--- src/rtl/traffic_pkg.sv ---
// Shared definitions for the N-way traffic controller: phase encoding and
// the direction-index width rule.
package traffic_pkg;

  typedef enum logic [1:0] {
    PH_ALLRED = 2'b00,
    PH_GREEN  = 2'b01,
    PH_YELLOW = 2'b10
  } phase_e;

  // A direction index is never narrower than one bit, even for two directions.
  function automatic int dir_width(input int n);
    return (n <= 2) ? 1 : $clog2(n);
  endfunction

endpackage

--- src/rtl/rr_next_dir.sv ---
// Round-robin pick of the next direction to serve, scanning upward from the
// active direction and visiting the active direction itself last.
module rr_next_dir
  import traffic_pkg::*;
#(
  parameter  int NUM_DIR = 4,
  localparam int DIR_W   = dir_width(NUM_DIR)
) (
  input  logic [NUM_DIR-1:0] pending,
  input  logic [DIR_W-1:0]   active_dir,
  output logic [DIR_W-1:0]   next_dir,
  output logic               any_other_pending
);

  localparam logic [DIR_W:0] NUM_DIR_X = (DIR_W+1)'(NUM_DIR);

  always_comb begin
    logic [DIR_W:0] idx;
    logic           found;
    found = 1'b0;
    idx   = {1'b0, active_dir} + (DIR_W+1)'(1);
    if (idx >= NUM_DIR_X) idx = idx - NUM_DIR_X;
    // Fixed-time fallback when nothing is waiting.
    next_dir = idx[DIR_W-1:0];
    for (int k = 1; k <= NUM_DIR; k++) begin
      idx = {1'b0, active_dir} + (DIR_W+1)'(k);
      if (idx >= NUM_DIR_X) idx = idx - NUM_DIR_X;
      if (!found && pending[idx[DIR_W-1:0]]) begin
        found    = 1'b1;
        next_dir = idx[DIR_W-1:0];
      end
    end
  end

  assign any_other_pending = |(pending & ~(NUM_DIR'(1) << active_dir));

endmodule

--- src/rtl/traffic_controller_nway.sv ---
// N-direction traffic signal controller: round-robin service of latched
// requests, rest-in-green, yellow/all-red clearance and emergency preemption.
module traffic_controller_nway
  import traffic_pkg::*;
#(
  parameter  int NUM_DIR      = 4,
  parameter  int CNT_W        = 24,
  parameter  int GREEN_TICKS  = 30,
  parameter  int YELLOW_TICKS = 3,
  parameter  int ALLRED_TICKS = 2,
  localparam int DIR_W        = dir_width(NUM_DIR)
) (
  input  logic               clk,
  input  logic               reset,
  input  logic               en,
  input  logic [NUM_DIR-1:0] req,
  input  logic               preempt,
  input  logic [DIR_W-1:0]   preempt_dir,
  output logic [NUM_DIR-1:0] red,
  output logic [NUM_DIR-1:0] yellow,
  output logic [NUM_DIR-1:0] green,
  output logic [DIR_W-1:0]   active_dir,
  output logic [1:0]         phase,
  output logic               phase_start
);

  localparam logic [CNT_W-1:0] G_LAST = CNT_W'(GREEN_TICKS - 1);
  localparam logic [CNT_W-1:0] Y_LAST = CNT_W'(YELLOW_TICKS - 1);
  localparam logic [CNT_W-1:0] A_LAST = CNT_W'(ALLRED_TICKS - 1);

  phase_e             phase_q, phase_n;
  logic [CNT_W-1:0]   cnt_q, cnt_n;
  logic [DIR_W-1:0]   dir_q, dir_n, rr_dir;
  logic [NUM_DIR-1:0] pend_q, pend_n, clr;
  logic               any_other, pre_ok, started_q, ps_q;

  rr_next_dir #(.NUM_DIR(NUM_DIR)) u_rr (
    .pending           (pend_q),
    .active_dir        (dir_q),
    .next_dir          (rr_dir),
    .any_other_pending (any_other)
  );

  // Out-of-range preemption targets are treated as no preemption at all.
  assign pre_ok = preempt && ({1'b0, preempt_dir} < (DIR_W+1)'(NUM_DIR));

  always_comb begin
    phase_n = phase_q;
    cnt_n   = cnt_q;
    dir_n   = dir_q;
    clr     = '0;
    if (en) begin
      case (phase_q)
        PH_GREEN: begin
          if (pre_ok && preempt_dir != dir_q) begin
            phase_n = PH_YELLOW;
            cnt_n   = '0;
          end else if (cnt_q == G_LAST) begin
            // Saturate and re-evaluate each tick while resting or held by preemption.
            if (!pre_ok && any_other) begin
              phase_n = PH_YELLOW;
              cnt_n   = '0;
            end
          end else begin
            cnt_n = cnt_q + CNT_W'(1);
          end
        end
        PH_YELLOW: begin
          if (cnt_q == Y_LAST) begin
            phase_n = PH_ALLRED;
            cnt_n   = '0;
          end else begin
            cnt_n = cnt_q + CNT_W'(1);
          end
        end
        PH_ALLRED: begin
          if (cnt_q == A_LAST) begin
            phase_n = PH_GREEN;
            cnt_n   = '0;
            dir_n   = pre_ok ? preempt_dir : rr_dir;
            clr     = NUM_DIR'(1) << dir_n;
          end else begin
            cnt_n = cnt_q + CNT_W'(1);
          end
        end
        default: begin
          phase_n = PH_ALLRED;
          cnt_n   = '0;
        end
      endcase
    end
  end

  // A request arriving on the clearing edge survives the clear.
  assign pend_n = (pend_q & ~clr) | req;

  always_ff @(posedge clk or posedge reset) begin
    if (reset) begin
      phase_q   <= PH_ALLRED;
      cnt_q     <= '0;
      dir_q     <= '0;
      pend_q    <= '0;
      started_q <= 1'b0;
      ps_q      <= 1'b0;
    end else begin
      phase_q   <= phase_n;
      cnt_q     <= cnt_n;
      dir_q     <= dir_n;
      pend_q    <= pend_n;
      started_q <= 1'b1;
      ps_q      <= !started_q || (phase_n != phase_q);
    end
  end

  for (genvar d = 0; d < NUM_DIR; d++) begin : g_lamp
    assign green[d]  = (phase_q == PH_GREEN)  && (dir_q == DIR_W'(d));
    assign yellow[d] = (phase_q == PH_YELLOW) && (dir_q == DIR_W'(d));
    assign red[d]    = !(green[d] || yellow[d]);
  end

  assign active_dir  = dir_q;
  assign phase       = phase_q;
  assign phase_start = ps_q;

endmodule

--- config.mk ---
export PLATFORM = sky130hd
export DESIGN_NAME = traffic_controller_nway
export DESIGN_NICKNAME = d
export VERILOG_FILES = /design/src/rtl/traffic_pkg.sv /design/src/rtl/rr_next_dir.sv /design/src/rtl/traffic_controller_nway.sv
export SDC_FILE = /design/constraint.sdc
export NUM_CORES = 1
export LEC_CHECK = 0
export BUFFER_PORTS_ARGS = -buffer_cell sky130_fd_sc_hd__buf_2
export CORE_MARGIN = 2
export CORE_UTILIZATION = 59
export DETAILED_ROUTE_END_ITERATION = 16
export PLACE_DENSITY = 0.8
export SKIP_LAST_GASP = 1
export SLEW_MARGIN = 20
export SYNTH_ARGS = -nofsm -noshare
export SYNTH_HDL_FRONTEND = slang
export SYNTH_SLANG_ARGS = --single-unit
--- constraint.sdc ---
create_clock -name clk -period 4 [get_ports clk]
set_input_delay 0.2 -clock clk [delete_from_list [all_inputs] [get_ports clk]]
set_output_delay 0.2 -clock clk [all_outputs]
set_load 0.1 [all_outputs]
==> parameters.txt, run 1 <==
Parameter                              Value

Detailed routing
  Vias per std cell ... 5.89
  Vias ... 2043
  Length of the first detailed-routing pass in iterations ... 4
  DR DRC count ... 0
  Average wire per standard cell ... 15.1 µm
  Starting DRT DRC Count ... 159
  Number of nets still failing antenna checks after routing ... 0
  Final Routed Wirelength ... 5.24 mm

Worst setup path
  Slowest-stage cell, CP ... sky130_fd_sc_hd__dfrtp_1
  Worst path required time ... 4.17 ns
  Sort of element at the end of the critical path ... register
  Nature of the critical path startpoint ... register
  Delay of the slowest cell on the worst path ... roughly 0.66 ns
  Crit-path cells ... inv_1 -> ha_1 -> mux4_2 -> or3_1 -> and3_4 -> a211oi_2 -> o32ai_1 -> a21o_1
  Arr. time, crit path ... 3.42 ns
  Kind of cell with the highest combined delay on the critical path ... compound AO/OA/AOI/OAI gates
  Crit path max fanout ... 14
  Critical setup path kind ... reg -> reg
  Buffers plus inverters on the worst setup path ... 1

Power
  Part of the power in combinational logic ... 13.9%
  Areal power density over the cells ... 302 mW/mm²
  Fraction of power consumed by the clock network ... about a third
  Leak pwr ... 1.12 nW
  Internal portion of total power ... 562 µW
  Sw power ... 227 µW
  Max VDD drop ... 0.205 mV
  Net switching share of the total power ... 28.7%
  Sequential cell fraction of total power ... 53.0%

Finish
  Share of cells above drive strength 1 ... 15.5%
  Net total in the final layout ... between 300 and 400
  Antenna fix cells ... 0
  Layout area overhead ... 10.2%

Die
  Horizontal die dimension ... ~67 µm
  Num rows ... 23
  Area of the die ... 0.00453 mm²
  Number of top-level pins ... 27
  Placeable core area ... 0.00394 mm²
  Die height ... 67.3 µm
  Starting density of the core ... 60.0%

Global route
  Routing layer with the top usage in global route ... met2
  Total congestion overflow ... 0
  Aggregate global-route resource usage ... 26.0%
  Met3 capacity usage during global routing ... 4.67%
  Pin count of the biggest net entering global routing ... 35
  Via count of the first global-routing pass ... 2024
  Global routing met2 resource utilization ... 42.5%
  Met1 track demand over resource ... 34.0%
  First-pass GRT wire length ... 9.03 mm
  Number of antenna violations at the first check in global routing ... 0

Clock network
  TritonCTS clock tree ... built
  CTS Buffer Depth ... 2
  CTS clock-pin slew for the worst setup and hold paths ... 0.07 ns
  Insertion delay to the later sink of the worst-skew pair ... about 0.28 ns
  Root buf cell ... sky130_fd_sc_hd__clkbuf_8
  CTS sink count ... 34
  Number of hold buffers added after cts ... 0
  # resized after CTS ... 0
  CTS HTree Levels ... 2
  Buffer count from post-CTS setup fixing ... 0
  Inserted Clock Buffers ... 5

Placement
  Number of buffers inserted by port buffering ... 26
  Placed wire-length estimate ... 3.77 mm
  Final weighted congestion in routability-driven placement ... 0.850
  DP Worst Slack ... 0.768 ns

Timing
  Setup TNS ... 0 ns
  Count of endpoints failing hold in the final timing report ... 3
  Setup skew after layout ... 0.00463 ns
  Remaining max-slew budget at the tightest pin ... 48.5%
  Tmin final ... 3.24 ns
  Unrepaired setup endpoints after global routing ... false
  Slew Viols, Final ... 0
  Setup WS post-layout ... 0.757 ns
  FMAX ... just over 300 MHz
  Hold_ws ... -0.00317 ns
  Fin crit share ... 81.1%
  Slew at the pin closest to its max-slew limit ... 0.770 ns
  Final-report setup violation count ... 0

Yosys
  Part of the Yosys area used for sequential elements ... 36.0%
  Most used flip-flop cell after synthesis ... sky130_fd_sc_hd__dfrtp_1
  Cell type with the highest aggregate area in the netlist ... sky130_fd_sc_hd__dfrtp_1
  Yosys warning count ... 0
  Fraction of registers with async set or reset after synthesis ... 100%
  Top cell type's share of synthesized area ... between 30% and 40%
  Leading post-synthesis cells by cell area ... sky130_fd_sc_hd__dfrtp_1 36%, sky130_fd_sc_hd__nor2_1 6.0%, sky130_fd_sc_hd__ha_1 3.7%
  Number of synthesized flops with an enable pin ... 0
  Cells after synthesis ... 271
  Net Count, Synth ... 288
  Netlist Area Pre-Place ... 0.00237 mm²
  Synth Register Bits ... 34
  Count of unique library cells instantiated by Yosys ... 60
  Post-synthesis area per instance ... 8.73 µm²

Outcome
  Status ... finished with violations
  Failing checks ... negative hold slack

Min path
  Min-Delay Path Class ... in -> async

Run
  Max-cap violations ... 0
## path summary, 6_finish.rpt
kind | startpoint | to | slack [ns] | cells past startpoint
min | reset | pend_q[2]$_DFF_PP0_ | -0.003 | 3
min in group clk | req[0] | pend_q[0]$_DFF_PP0_ | 0.11 | 2
max in group asynchronous | reset | cnt_q[12]$_DFFE_PP0P_ | 3.70 | 3
max | active_dir[0]$_DFFE_PP0P_ | pend_q[2]$_DFF_PP0_ | 0.76 | 8
max reg2reg | active_dir[0]$_DFFE_PP0P_ | pend_q[2]$_DFF_PP0_ | 0.76 | 8
min reg2reg | started_q$_DFF_PP0_ | phase_start$_DFF_PP0_ | 0.44 | 1
## layout by cell type (no fill, tap or decap), types with 5 or more instances in the layout
| cell | n |
|---|---|
| sky130_fd_sc_hd__nor3_1 | 7 |
| sky130_fd_sc_hd__o21ai_0 | 14 |
| sky130_fd_sc_hd__nor2b_1 | 8 |
| sky130_fd_sc_hd__nand4_1 | 11 |
| sky130_fd_sc_hd__xor2_1 | 6 |
| sky130_fd_sc_hd__buf_2 | 26 |
| sky130_fd_sc_hd__nor2_1 | 38 |
| sky130_fd_sc_hd__a22o_1 | 7 |
| sky130_fd_sc_hd__or3_1 | 5 |
| sky130_fd_sc_hd__clkbuf_8 | 6 |
| sky130_fd_sc_hd__a21oi_1 | 5 |
| sky130_fd_sc_hd__nand2_1 | 17 |
| sky130_fd_sc_hd__ha_1 | 7 |
| sky130_fd_sc_hd__xnor2_1 | 7 |
| sky130_fd_sc_hd__inv_1 | 13 |
| sky130_fd_sc_hd__and2_1 | 10 |
| sky130_fd_sc_hd__dfrtp_1 | 34 |
| sky130_fd_sc_hd__nand3_1 | 11 |
## layout make-up
type	count	area, µm²
flip-flops and latches	34	851
clock buffers	7	86.3
multi-input cells	215	1420
repair buffers	27	138
fillers	321	1340
inverters	13	48.8
well taps	50	62.6
clock inverters	1	5.00
## cells by family after synthesis
group | synth area share, %
XOR/XNOR | 4.81
adder cells (fa/ha/maj) | 3.70
buffers and inverters | 4.23
AND/OR/NAND/NOR | 31.6
other | 0.158
multiplexers | 3.33
AO/OA/AOI/OAI | 16.2
flip-flops | 36.0
## worst reg2reg max path: stages (launching register included)
cell and delay (ns):
sky130_fd_sc_hd__dfrtp_1 0.66, sky130_fd_sc_hd__inv_1 0.23, sky130_fd_sc_hd__ha_1 0.47, sky130_fd_sc_hd__mux4_2 0.57, sky130_fd_sc_hd__or3_1 0.36, sky130_fd_sc_hd__and3_4 0.18, sky130_fd_sc_hd__a211oi_2 0.32, sky130_fd_sc_hd__o32ai_1 0.15
sky130_fd_sc_hd__a21o_1 0.20
## synth_stat cells (all sizes together), types with 2 or more instances
library cell / n
a21o: 4
a21oi: 5
a22o: 7
a31oi: 2
and2: 10
and3: 3
and4: 3
buf: 7
clkbuf: 2
dfrtp: 34
ha: 7
inv: 13
mux2i: 3
mux4: 2
nand2: 17
nand2b: 2
nand3: 11
nand3b: 3
nand4: 11
nor2: 38
nor2b: 8
nor3: 7
nor3b: 2
nor4: 4
nor4b: 2
o21a: 4
o21ai: 16
o41ai: 2
or3: 5
or3b: 4
or4: 2
xnor2: 7
xor2: 6
## metal layers
layer / up-vias / part of all wire [%] / routed length [µm]
met4: 0 / 1.2 / 64
met3: 8 / 4.2 / 219
met2: 56 / 47 / 2480
li1: 1021 / - / -
met5: - / 0 / 0
met1: 958 / 47 / 2480
## through the flow
step	cells	total power, mW	hold slack (ns)	util (%)	instance area (µm²)
after detailed placement	339	0.531	0.316	63.8	2510
after global routing	347	0.835	0.0665	66.1	2610
final	347	0.788	-0.00317	66.1	2610
after global placement	339	0.527	0.312	63.8	2510
after CTS	347	0.793	0.00785	66.1	2610
after floorplan	271	0.495	0.292	-	2370
## flip-flops by register name (all words and copies together) (netlist names)
signal / cells
cnt_q: 24
phase_start: 1
started_q: 1
active_dir: 2
phase: 2
pend_q: 4
## power by group through the flow
stage | logic [mW] | registers, mW | clock network, mW
3_5_place_dp | 0.109 | 0.422 | 0
4_1_cts | 0.110 | 0.416 | 0.267
6_report | 0.110 | 0.418 | 0.261
5_1_grt | 0.126 | 0.425 | 0.284
2_1_floorplan | 0.0809 | 0.414 | 0
3_3_place_gp | 0.106 | 0.421 | 0
Power figures use the tool's default switching activity.
==> run 2: changes to the inputs <==
Settings changed: CORE_UTILIZATION 59 to 53, PLACE_DENSITY 0.8 to 0.76.
Clock period 4 ns to 2.73 ns, I/O delays scaled along.
==> parameters.txt, run 2 (same netlist as run 1, synthesis figures left out) <==
Parameter                              Value

Worst setup path
  Buffers plus inverters on the worst setup path ... 1 (unchanged)
  Crit-path cells ... clkinvlp_4 -> ha_4 -> mux4_2 -> or3_1 -> and3_4 -> a211oi_4 -> o32ai_1 -> a21o_1
  Kind of cell with the highest combined delay on the critical path ... compound AO/OA/AOI/OAI gates
  Worst path required time ... 2.90 ns (-1.27 ns)
  Slowest-stage cell, CP ... sky130_fd_sc_hd__mux4_2
  Arr. time, crit path ... 2.78 ns (-0.64 ns)
  Critical setup path kind ... reg -> reg
  Crit path max fanout ... 7 (-7)
  Sort of element at the end of the critical path ... register
  Delay of the slowest cell on the worst path ... 0.53 ns (-0.13 ns)
  Nature of the critical path startpoint ... register

Finish
  Layout area overhead ... 16.2%
  Antenna fix cells ... 0 (unchanged)
  Number of filler instances in the final layout ... 376 (+17%)
  Post-layout instance count excluding filler cells ... 358 (+3.2%)
  Net total in the final layout ... 322 (+2.9%)
  Most frequent cells in the layout ... 34 x sky130_fd_sc_hd__nor2_1, 32 x sky130_fd_sc_hd__dfrtp_1, 26 x sky130_fd_sc_hd__buf_2
  Share of cells above drive strength 1 ... 21.9% (+6.4 points)
  Most common cell after layout, fill and taps aside ... sky130_fd_sc_hd__nor2_1
  Flip-flop count of the largest register after layout ... 24 (unchanged)
  Final design utilization ... 63.6% (-2.5 points)
  Registers with the highest flip-flop counts ... cnt_q (24), pend_q (4)
  Most flops, register ... cnt_q

Power
  Leak pwr ... 1.18 nW (+5.4%)
  Sw power ... 330 µW (+45%)
  Sequential cell fraction of total power ... 53.0% (about the same)
  Part of the power in combinational logic ... 14.0% (about the same)
  Fraction of power consumed by the clock network ... 33.0% (about the same)
  Post-route total power ... 1.15 mW (+46%)
  Areal power density over the cells ... 419 mW/mm² (+39%)
  Internal portion of total power ... 824 µW (+47%)
  Net switching share of the total power ... 28.6% (-0.17 points)
  Max VDD drop ... 0.305 mV (+49%)

Outcome
  Status ... complete, no violations

Clock network
  Insertion delay to the later sink of the worst-skew pair ... 0.29 ns (about the same)
  CTS Buffer Depth ... 2 (unchanged)
  CTS clock-pin slew for the worst setup and hold paths ... 0.06 ns (about the same)
  Root buf cell ... sky130_fd_sc_hd__clkbuf_8
  CTS HTree Levels ... 2 (unchanged)
  # resized after CTS ... 0 (unchanged)
  TritonCTS clock tree ... built
  CTS sink count ... 34 (unchanged)
  Inserted Clock Buffers ... 5 (unchanged)

Timing
  Remaining max-slew budget at the tightest pin ... 60.0% (+11 points)
  Tmin final ... 2.61 ns (-0.635 ns)
  Unrepaired setup endpoints after global routing ... false
  Fin crit share ... 95.5% (+14 points)
  FMAX ... 383 MHz (+24%)
  Final-report setup violation count ... 0 (unchanged)
  Setup skew after layout ... 0.00909 ns (+0.00446 ns)
  Slew at the pin closest to its max-slew limit ... 0.600 ns (-0.170 ns)
  Count of endpoints failing hold in the final timing report ... 0 (-3)
  Slew Viols, Final ... 0 (unchanged)

Die
  Horizontal die dimension ... 70.8 µm (+5.2%)
  Starting density of the core ... 54.7% (-5.3 points)
  Num rows ... 24 (+4.3%)
  Number of top-level pins ... 27 (unchanged)
  Placeable core area ... 0.00432 mm² (+9.7%)
  Area of the die ... 0.00501 mm² (+11%)
  Die height ... 70.8 µm (+5.2%)

Global route
  Number of antenna violations at the first check in global routing ... 0 (unchanged)
  Via count of the first global-routing pass ... 2002 (-1.1%)
  Aggregate global-route resource usage ... 23.4% (-2.6 points)
  First-pass GRT wire length ... 9.33 mm (+3.4%)
  Total congestion overflow ... 0 (unchanged)
  Pin count of the biggest net entering global routing ... 20 (-43%)

Placement
  Placed cell count ... 346 (+2.1%)
  Final weighted congestion in routability-driven placement ... 0.889 (+4.6%)
  Placed wire-length estimate ... 3.88 mm (+2.9%)
  Number of buffers inserted by port buffering ... 26 (unchanged)

Detailed routing
  Starting DRT DRC Count ... 194 (+22%)
  Vias per std cell ... 5.90 (+0.25%)
  Average wire per standard cell ... 14.8 µm (-1.9%)
  Number of nets still failing antenna checks after routing ... 0 (unchanged)
  DR DRC count ... 0 (unchanged)
  Vias ... 2113 (+3.4%)
  Final Routed Wirelength ... 5.31 mm (+1.2%)
  Length of the first detailed-routing pass in iterations ... 5 (+1)

Run
  Max-cap violations ... 0 (unchanged)

Min path
  Min-Delay Path Class ... in -> reg
[run 2: cell count changes in the layout (fill, tap and decap cells not counted), sizes merged]
cell,delta
clkinvlp,+1
inv,-1
dlygate4sd3,+1
buf,+8
[run 2: final timing paths]
| path | startpoint | end | slack, ns | cells past startpoint |
|---|---|---|---|---|
| hold reg to reg | started_q$_DFF_PP0_ | phase_start$_DFF_PP0_ | 0.45 | 1 |
| setup / recovery | active_dir[0]$_DFFE_PP0P_ | pend_q[2]$_DFF_PP0_ | 0.12 | 8 |
| min in group asynchronous | reset | cnt_q[8]$_DFFE_PP0P_ | 0.45 | 3 |
| max in group asynchronous | reset | cnt_q[2]$_DFFE_PP0P_ | 1.59 | 4 |
| setup reg to reg | active_dir[0]$_DFFE_PP0P_ | pend_q[2]$_DFF_PP0_ | 0.12 | 8 |
| hold / removal | req[0] | pend_q[0]$_DFF_PP0_ | 0.05 | 2 |
[run 2: per-layer routing]
layer	global-route usage [%]	up-vias	wire, µm
met5	0	-	0
met4	7.76	0	55
met3	4.99	7	365
met2	36.4	82	2490
met1	32.6	984	2400
li1	-	1040	-
[run 2: layout make-up]
class | instances | area [µm²] | area share [%]
inverter | 13 | 52.6 | 1.91
tap | 52 | 65.1 | 2.37
timing repair buffer | 36 | 208 | 7.55
clock inverter | 1 | 5.00 | 0.182
multi-input combinational | 215 | 1480 | 53.6
sequential | 34 | 858 | 31.2
clock buffer | 7 | 86.3 | 3.14
[run 2: repair_timing]
item / CTS / global route
setup endpoints to repair: 0 / 3
hold endpoints to repair: 15 / 0
hold buffers: 1 / 0
setup buffers: 0 / 3
[run 2: power groups by stage]
stage | sequential (mW) | combinational, mW | clock [mW]
5_1_grt | 0.622 | 0.186 | 0.421
3_3_place_gp | 0.618 | 0.157 | 0
6_report | 0.612 | 0.161 | 0.381
2_1_floorplan | 0.606 | 0.119 | 0
3_5_place_dp | 0.619 | 0.160 | 0
4_1_cts | 0.609 | 0.162 | 0.392
[run 2: worst register-to-register path, delay by kind of cell, from the launching register on]
kind,cells,cell delay [ns]
AOI/OAI and AO/OA,3,0.57
buffers and inverters,1,0.13
and+or+nand+nor,2,0.52
DFF,1,0.42
adders and majority gates,1,0.33
muxes,1,0.53
[run 2: stage by stage]
stage | area (µm²) | hold WS, ns | setup TNS, ns | setup slack [ns]
4_1_cts | 2730 | 0.0457 | 0 | 0.0914
5_1_grt | 2750 | 0.0321 | 0 | 0.0253
2_1_floorplan | 2450 | 0.229 | -0.790 | -0.171
3_5_place_dp | 2630 | 0.243 | 0 | 0.120
3_3_place_gp | 2630 | 0.244 | 0 | 0.150
6_report | 2750 | 0.0507 | 0 | 0.122
==> run 3: changes to the inputs <==
==> constraint.sdc (replaced) <==
create_clock -name clk -period 2.73 [get_ports clk]
set_input_delay 0.1365 -clock clk [delete_from_list [all_inputs] [get_ports clk]]
set_output_delay 0.1365 -clock clk [all_outputs]
set_load 0.01 [all_outputs]
==> parameters.txt, run 3 (same netlist as run 1, synthesis figures left out) <==
Parameter                              Value

Die
  Placeable core area ... 0.00432 mm² (unchanged)
  Horizontal die dimension ... 70.8 µm (unchanged)
  Die height ... 70.8 µm (unchanged)
  Num rows ... 24 (unchanged)
  Starting density of the core ... 54.7% (unchanged)
  Number of top-level pins ... 27 (unchanged)
  Area of the die ... 0.00501 mm² (unchanged)

Min path
  Endpoint with the worst hold slack ... pend_q[2]$_DFF_PP0_
  Min-Delay Path Class ... in -> reg
  Hold-critical path depth ... 2 (unchanged)
  Hold wc startpoint ... req[2]

Global route
  Number of antenna violations at the first check in global routing ... 0 (unchanged)
  First-pass GRT wire length ... 9.12 mm (-2.2%)
  Via count of the first global-routing pass ... 2032 (+1.5%)
  Pin count of the biggest net entering global routing ... 35 (+75%)
  Aggregate global-route resource usage ... 22.3% (-1.1 points)
  Total congestion overflow ... 0 (unchanged)

Worst setup path
  Nature of the critical path startpoint ... register
  Depth of the worst register-to-register path ... 8 (unchanged)
  Worst reg2reg path startpoint ... active_dir[1]$_DFFE_PP0P_
  Crit path max fanout ... 7 (unchanged)
  Crit-path cells ... inv_1 -> ha_4 -> mux4_2 -> or3_1 -> and3_4 -> a211oi_4 -> o32ai_1 -> a21o_1
  Delay of the slowest cell on the worst path ... 0.52 ns (about the same)
  Sort of element at the end of the critical path ... register
  Critical setup path kind ... reg -> reg
  Reg-to-reg setup timing slack ... 0.15 ns (+0.03 ns)
  Arr. time, crit path ... 2.75 ns (-0.03 ns)
  Worst reg2reg endpoint ... pend_q[2]$_DFF_PP0_
  Worst path required time ... 2.90 ns (about the same)
  Slowest-stage cell, CP ... sky130_fd_sc_hd__mux4_2

Timing
  Remaining max-slew budget at the tightest pin ... 57.3% (-2.7 points)
  Setup skew after layout ... 0.00702 ns (-0.00207 ns)
  Setup TNS ... 0 ns (unchanged)
  Hold_ws ... 0.0562 ns (+0.00551 ns)
  Slew at the pin closest to its max-slew limit ... 0.641 ns (+0.0409 ns)
  FMAX ... 388 MHz (+1.3%)
  Tmin final ... 2.58 ns (-0.0322 ns)
  Slew Viols, Final ... 0 (unchanged)
  Fin crit share ... 94.4% (-1.2 points)
  Unrepaired setup endpoints after global routing ... false
  Final-report setup violation count ... 0 (unchanged)
  Count of endpoints failing hold in the final timing report ... 0 (unchanged)

Detailed routing
  DR DRC count ... 0 (unchanged)
  Number of nets still failing antenna checks after routing ... 0 (unchanged)
  Length of the first detailed-routing pass in iterations ... 4 (-1)
  Vias per std cell ... 5.91 (about the same)
  Final Routed Wirelength ... 5.25 mm (-1.1%)
  Vias ... 2097 (-0.76%)
  Starting DRT DRC Count ... 189 (-2.6%)
  Average wire per standard cell ... 14.8 µm (-0.24%)

Finish
  Most frequent cells in the layout ... 38 x sky130_fd_sc_hd__nor2_1, 33 x sky130_fd_sc_hd__dfrtp_1, 26 x sky130_fd_sc_hd__buf_2
  Most common cell after layout, fill and taps aside ... sky130_fd_sc_hd__nor2_1
  Number of filler instances in the final layout ... 383 (+1.9%)
  Flip-flop count of the largest register after layout ... 24 (unchanged)
  Most flops, register ... cnt_q
  Layout area overhead ... 13.2%
  Net total in the final layout ... 319 (-0.93%)
  Share of cells above drive strength 1 ... 17.5% (-4.4 points)
  Antenna fix cells ... 0 (unchanged)
  Registers with the highest flip-flop counts ... cnt_q (24), pend_q (4)

Power
  Leak pwr ... 1.14 nW (-2.7%)
  Part of the power in combinational logic ... 13.6% (-0.4 points)
  Sw power ... 327 µW (-0.80%)
  Internal portion of total power ... 825 µW (about the same)
  Max VDD drop ... 0.267 mV (-12%)
  Sequential cell fraction of total power ... 53.3% (+0.3 points)
  Net switching share of the total power ... 28.4% (-0.18 points)
  Areal power density over the cells ... 430 mW/mm² (+2.5%)
  Fraction of power consumed by the clock network ... 33.1% (about the same)

Clock network
  Buffer count from post-CTS setup fixing ... 0 (unchanged)
  # resized after CTS ... 0 (unchanged)
  Inserted Clock Buffers ... 5 (unchanged)
  Root buf cell ... sky130_fd_sc_hd__clkbuf_8
  Number of hold buffers added after cts ... 1 (unchanged)
  TritonCTS clock tree ... built
  CTS Buffer Depth ... 2 (unchanged)
  CTS sink count ... 34 (unchanged)
  CTS clock-pin slew for the worst setup and hold paths ... 0.07 ns (about the same)
  Insertion delay to the later sink of the worst-skew pair ... 0.28 ns (about the same)
  CTS HTree Levels ... 2 (unchanged)

Placement
  Placed wire-length estimate ... 3.82 mm (-1.7%)
  Final weighted congestion in routability-driven placement ... 0.814 (-8.4%)
  Number of buffers inserted by port buffering ... 26 (unchanged)

Outcome
  Status ... complete, no violations

Run
  Max-cap violations ... 0 (unchanged)
==> run 3: cell count changes in the layout (fill, tap and decap cells not counted), moves of 2 or more <==
cell / previous run / this run
sky130_fd_sc_hd__and2_1: 6 / 10
sky130_fd_sc_hd__and2_2: 4 / 0
sky130_fd_sc_hd__buf_4: 9 / 6
sky130_fd_sc_hd__dfrtp_4: 2 / 0
sky130_fd_sc_hd__nor2_1: 34 / 38
sky130_fd_sc_hd__nor2_4: 3 / 0
==> run 3: stage by stage <==
stage | util, % | instances | worst slack [ns] | instance area [µm²] | total power, mW
finish | 61.9 | 355 | 0.154 | 2680 | 1.15
global route | 61.9 | 355 | 0.0249 | 2680 | 1.21
CTS | 61.9 | 355 | 0.166 | 2680 | 1.15
detailed placement | 59.6 | 346 | 0.180 | 2580 | 0.775
global placement | 59.6 | 346 | 0.256 | 2580 | 0.770
floorplan | - | 271 | 0.0140 | 2390 | 0.719
==> run 3: per-layer routing <==
metal	track usage (%)	wire length (µm)	share of wire, %	vias up
li1	-	-	-	1039
met1	31.0	2530	48	999
met2	35.1	2420	46	50
met3	4.70	222	4.2	9
met4	6.92	77	1.5	0
met5	0	0	0	-
==> run 3: critical path, delay by kind of cell, from the launching register on <==
family / cells / cell delay [ns]
flip-flops: 1 / 0.34
multiplexers: 1 / 0.52
buffers and inverters: 1 / 0.09
adder cells (fa/ha/maj): 1 / 0.32
AND/OR/NAND/NOR: 2 / 0.57
AO/OA/AOI/OAI: 3 / 0.64
==> run 3: layout make-up <==
| type | count | area [µm²] | area share [%] |
|---|---|---|---|
| clock buffer | 7 | 86.3 | 3.22 |
| inverter | 13 | 48.8 | 1.82 |
| timing repair buffer | 33 | 185 | 6.92 |
| tap | 52 | 65.1 | 2.43 |
| multi-input combinational | 215 | 1440 | 53.6 |
| clock inverter | 1 | 5.00 | 0.187 |
| sequential | 34 | 852 | 31.8 |
==> run 3: worst max path at each step <==
stage	slack, ns	cells past startpoint	to	from
2_1_floorplan	0.01	9	pend_q[2]$_DFF_PP0_	active_dir[0]$_DFFE_PP0P_
3_3_place_gp	0.26	8	pend_q[2]$_DFF_PP0_	active_dir[1]$_DFFE_PP0P_
3_5_place_dp	0.18	8	pend_q[2]$_DFF_PP0_	active_dir[1]$_DFFE_PP0P_
4_1_cts	0.17	8	pend_q[2]$_DFF_PP0_	active_dir[1]$_DFFE_PP0P_
5_1_grt	0.02	8	pend_q[0]$_DFF_PP0_	active_dir[1]$_DFFE_PP0P_
6_report	0.15	8	pend_q[2]$_DFF_PP0_	active_dir[1]$_DFFE_PP0P_
==> run 3: power groups by stage <==
stage / Sequential, mW / Clock (mW) / Combinational (mW)
2_1_floorplan: 0.601 / 0 / 0.119
3_3_place_gp: 0.617 / 0 / 0.153
3_5_place_dp: 0.620 / 0 / 0.155
4_1_cts: 0.610 / 0.386 / 0.157
5_1_grt: 0.622 / 0.407 / 0.180
6_report: 0.613 / 0.381 / 0.157
